**config.mk**
```make
export PLATFORM = sky130hd
export DESIGN_NAME = if_fetch_buffer
export DESIGN_NICKNAME = d
export VERILOG_FILES = /design/src/rtl/if_fetch_buffer.sv
export SDC_FILE = /design/constraint.sdc
export NUM_CORES = 1
export LEC_CHECK = 0
export CAP_MARGIN = 10
export CORE_MARGIN = 4
export CORE_UTILIZATION = 49
export DETAILED_ROUTE_END_ITERATION = 12
export PLACE_DENSITY = 0.87
export SLEW_MARGIN = 20
export SYNTH_ARGS = -nofsm -noshare
export SYNTH_HDL_FRONTEND = slang
export SYNTH_SLANG_ARGS = --single-unit
```
**constraint.sdc**
```tcl
create_clock -name clk -period 12.8 [get_ports clk]
set_clock_uncertainty 0.05 [all_clocks]
set_input_delay 2.56 -clock clk [delete_from_list [all_inputs] [get_ports clk]]
set_output_delay 2.56 -clock clk [all_outputs]
set_load 0.02 [all_outputs]
```
**src/rtl/if_fetch_buffer.sv**
```systemverilog
// if_fetch_buffer: decouples the IF stage from the ID stage.
// Issues one instruction-memory request at a time over a req/ack handshake,
// queues returned {pc, instruction} pairs in a small FIFO and hands them to ID
// over valid/ready. A flush (taken jump) discards buffered and in-flight work.
//
// Optional build macro IFB_BYPASS_EN: when the FIFO is empty, a response
// arriving in WAIT is presented to ID in the same cycle it is acknowledged.
//
// DEPTH must be a power of two and at least 2 so the pointers wrap naturally.
module if_fetch_buffer #(
  parameter int DEPTH = 2,
  parameter int AW    = 32
) (
  input  logic          clk,
  input  logic          rst,
  input  logic          ce,
  input  logic [AW-1:0] inst_addr,
  input  logic          flush,
  output logic          if_stall,
  output logic          imem_req,
  output logic [AW-1:0] imem_addr,
  input  logic          imem_ack,
  input  logic [AW-1:0] imem_rdata,
  output logic          id_valid,
  output logic [AW-1:0] id_inst,
  output logic [AW-1:0] id_pc,
  input  logic          id_ready
);

  localparam int PW = $clog2(DEPTH);
  localparam int CW = PW + 1;

  typedef enum logic [1:0] {
    IDLE,
    WAIT,
    DROP
  } state_t;

  state_t        state;
  state_t        state_nx;

  logic [PW-1:0] wr_ptr;
  logic [PW-1:0] rd_ptr;
  logic [CW-1:0] count;
  logic [AW-1:0] inst_mem [DEPTH];
  logic [AW-1:0] pc_mem   [DEPTH];

  logic          fifo_empty;
  logic          accept;
  logic          ack_ok;
  logic          bypass;
  logic          push;
  logic          pop;

  // State register.
  // NOTE: sequential state uses non-blocking assignments so every register
  // samples the pre-edge values regardless of block ordering.
  always_ff @(posedge clk) begin
    if (rst) state <= IDLE;
    else     state <= state_nx;
  end

  // Next-state logic: one outstanding request; a flush without a response
  // parks in DROP until the orphaned response is absorbed.
  // NOTE: state_nx gets a default before the case so no path leaves it
  // unassigned, which would otherwise infer a latch.
  always_comb begin
    state_nx = state;
    unique case (state)
      IDLE: if (accept) state_nx = WAIT;
      WAIT: begin
        if (imem_ack)   state_nx = IDLE;
        else if (flush) state_nx = DROP;
      end
      DROP: if (imem_ack) state_nx = IDLE;
      default: state_nx = IDLE;
    endcase
  end

  // Output and handshake decode, derived from the registered state and count.
  always_comb begin
    fifo_empty = (count == '0);
    accept     = (state == IDLE) && ce && !flush && (count < CW'(DEPTH));
    ack_ok     = (state == WAIT) && imem_ack && !flush;
`ifdef IFB_BYPASS_EN
    bypass     = ack_ok && fifo_empty;
`else
    bypass     = 1'b0;
`endif
    // A bypassed response that ID takes immediately never touches storage.
    push       = ack_ok && !(bypass && id_ready);
    pop        = !fifo_empty && id_ready;
    // Stall is dropped on flush so IF can load the jump target.
    if_stall   = !rst && ce && !accept && !flush;
    // The request stays up for the whole transaction, including DROP.
    imem_req   = (state != IDLE);
    id_valid   = !fifo_empty || bypass;
    id_inst    = bypass ? imem_rdata : inst_mem[rd_ptr];
    id_pc      = bypass ? imem_addr  : pc_mem[rd_ptr];
  end

  // Request address: captured on accept and held until the next accept.
  always_ff @(posedge clk) begin
    if (rst)         imem_addr <= '0;
    else if (accept) imem_addr <= inst_addr;
  end

  // FIFO storage: written at the tail on push.
  // NOTE: storage is reset because ID reads the head entry directly and the
  // head must show zero after reset; the array is tiny so this is cheap.
  always_ff @(posedge clk) begin
    if (rst) begin
      for (int i = 0; i < DEPTH; i++) begin
        inst_mem[i] <= '0;
        pc_mem[i]   <= '0;
      end
    end else if (push) begin
      inst_mem[wr_ptr] <= imem_rdata;
      pc_mem[wr_ptr]   <= imem_addr;
    end
  end

  // FIFO pointers and occupancy; flush empties the queue and wins over any
  // simultaneous push or pop.
  always_ff @(posedge clk) begin
    if (rst || flush) begin
      wr_ptr <= '0;
      rd_ptr <= '0;
      count  <= '0;
    end else begin
      if (push) wr_ptr <= wr_ptr + PW'(1);
      if (pop)  rd_ptr <= rd_ptr + PW'(1);
      unique case ({push, pop})
        2'b10:   count <= count + CW'(1);
        2'b01:   count <= count - CW'(1);
        default: count <= count;
      endcase
    end
  end

endmodule

```
==> metrics <==
crit path kind in2out; Worst Hold Class reg2reg; ant diodes 0; Detailed Routing Iterations Pass 1 4; CP Max Fanout 75; wire per inst 17.0 um; clk slew on worst S/H paths 60 ps; post-CTS resize count 0; status completed; Synth Area in Simple Gates 0.186; largest family of logic cells by synthesized area simple AND/OR/NAND/NOR gates; most frequent cells in the layout 167 x clkdlybuf4s50_1, 128 x and2_1, 128 x edfxtp_1; effective utilization at floorplan 0.502; CTS tree built; TritonCTS Buffers 17; multiplexer area fraction after synthesis 0.144; total number of vias 4392; CP Launch Type input pin; Post-CTS Hold Buffers 0; LEAKAGE 3.55 nW; Final #Nets 749; die area 17000 um^2; fmax 147 MHz; register area 4630 um^2; IO Port Bufs 168; R2R Path Start state[0]; Via-to-Cell Ratio 5.02; gpl congestion 0.787; # DRC 0; Slew Limit Fails 0; xor and xnor area share after synthesis 0.00478; GRT Util Overall 0.184; post-synthesis net count 590; Synth Register Bits 167; YS warnings 0; Peak supply drop 0.0884 mV; Setup TNS 0 ps; CTS Sinks 167; initial antenna violation count 0; Synth Area in Adders 0.00171; worst-margin pin slew 1010 ps; P&R area growth vs syn 31.9%; worst-skew pair later-pin latency 420 ps; Die Span Y 130 um; Setup crit start rst; Final Hold Vio Count 0; Max Root-Sink Buffers 2; synthesized area per cell 14.1 um^2; Finished Core Util 0.662; Max Cap Viol 0; area of the multi-input gates 2520 um^2; commonest non-fill, non-tap cell in the layout clkdlybuf4s50_1; CP Data Required Time 10190 ps; sequential share of the synthesized area 0.631; Ports 169; DR iter-0 viols 214; number of fill cells in the layout 1054; vias in the first global route 4754; detailed-route wire length 14900 um; clock root cell clkbuf_16; core area 14600 um^2; Overflow after GRT 0; Synth Area in Compound Gates 0.00478; synth unique cells 30; largest net degree at the start of global routing 76; PD cells 125 nW/um^2; part of the cycle the worst path needs 0.532; # Post-CTS Setup Buffers 0; min Tclk post-route 6800 ps; layout cells sized above 1 0.159; num rows 44; cell count after synthesis 519; first-pass GRT wire length 23700 um; RSZ-0062 raised after global routing false; Critical Path AT 4190 ps; DP HPWL 9280 um; Mapped Area 7330 um^2; Worst Setup End Kind primary output; # setup viols final 0; Slew HR 0.327; CTS H-tree depth 4; die width 130 um; Routed Antenna Nets 0; hold_sp imem_addr[28]
## final timing paths
path	endpoint	slack, ps	cells past startpoint
worst max-delay path	if_stall	6000	4
worst min-delay path	imem_addr[28]	450	2
worst max register to register	inst_mem[1][21]	10660	3
worst min register to register	imem_addr[28]	450	2
## sequential cells by signal, indices dropped and copies added (netlist names), named ones only
register	cells
inst_mem	64
state	2
wr_ptr	1
pc_mem	64
rd_ptr	1
imem_addr	32
count	2
## layout make-up
| cell class | count | share of cell area |
|---|---|---|
| repair buffers | 173 | 0.177 |
| flip-flops and latches | 167 | 0.479 |
| clock inverters | 7 | 0.00415 |
| clock buffers | 25 | 0.0547 |
| well taps | 184 | 0.0238 |
| multi-input cells | 319 | 0.261 |
## metrics by stage
step / cells / total power, mW / cell area (um^2) / hold slack, ps / worst slack [ps]
after global routing: 875 / 1.25 / 9660 / 486 / 5860
after detailed placement: 843 / 0.737 / 9090 / 445 / 5970
after floorplan: 519 / 0.677 / 7330 / 431 / 6300
final: 875 / 1.20 / 9660 / 445 / 6000
after CTS: 875 / 1.22 / 9660 / 454 / 5970
after global placement: 843 / 0.733 / 9090 / 429 / 6030
## cells in the mapped netlist, drive strengths merged
master,n,area [um^2]
or3,2,12.5
nor2,2,7.51
nand4bb,1,27.5
nand2b,64,400
dfxtp,39,781
or2,3,18.8
clkbuf,21,86.3
nand2,1,3.75
xor2,2,17.5
mux2,65,732
mux2i,32,320
o21a,2,15.0
nor3b,3,32.5
o21ai,1,5.00
a21boi,1,7.51
edfxtp,128,3840
nand3b,1,7.51
and2,128,801
and3,1,7.51
ha,1,12.5
nor3,6,41.3
buf,12,120
xnor2,2,17.5
o21bai,1,7.51
## critical path, stage by stage
cell and delay (ps):
buf_2 750, nor2_1 90, and3_2 250, clkdlybuf4s50_1 530
## metal layers
metal,up-vias,part of all wire,GRT usage
li1,2119,-,-
met1,2141,0.41,0.213
met2,119,0.53,0.328
met3,13,0.058,0.0577
met4,0,0.010,0.0513
met5,-,0,0
## power breakdown
part | internal, mW | switching [mW] | leakage (nW) | total [mW]
combinational | 0.0595 | 0.0519 | 1.62 | 0.111
clock | 0.286 | 0.194 | 0.287 | 0.480
sequential | 0.603 | 0.00943 | 1.64 | 0.613
## kinds of logic (layout without fill, tap and decap cells)
group                    Yosys count  count (layout)
XOR/XNOR                           4               4
buffers and inverters             33             205
multiplexers                      97              97
AO/OA/AOI/OAI                      5               5
adder cells (fa/ha/maj)            1               1
flip-flops                       167             167
AND/OR/NAND/NOR                  212             212
Power figures use the tool's default switching activity.
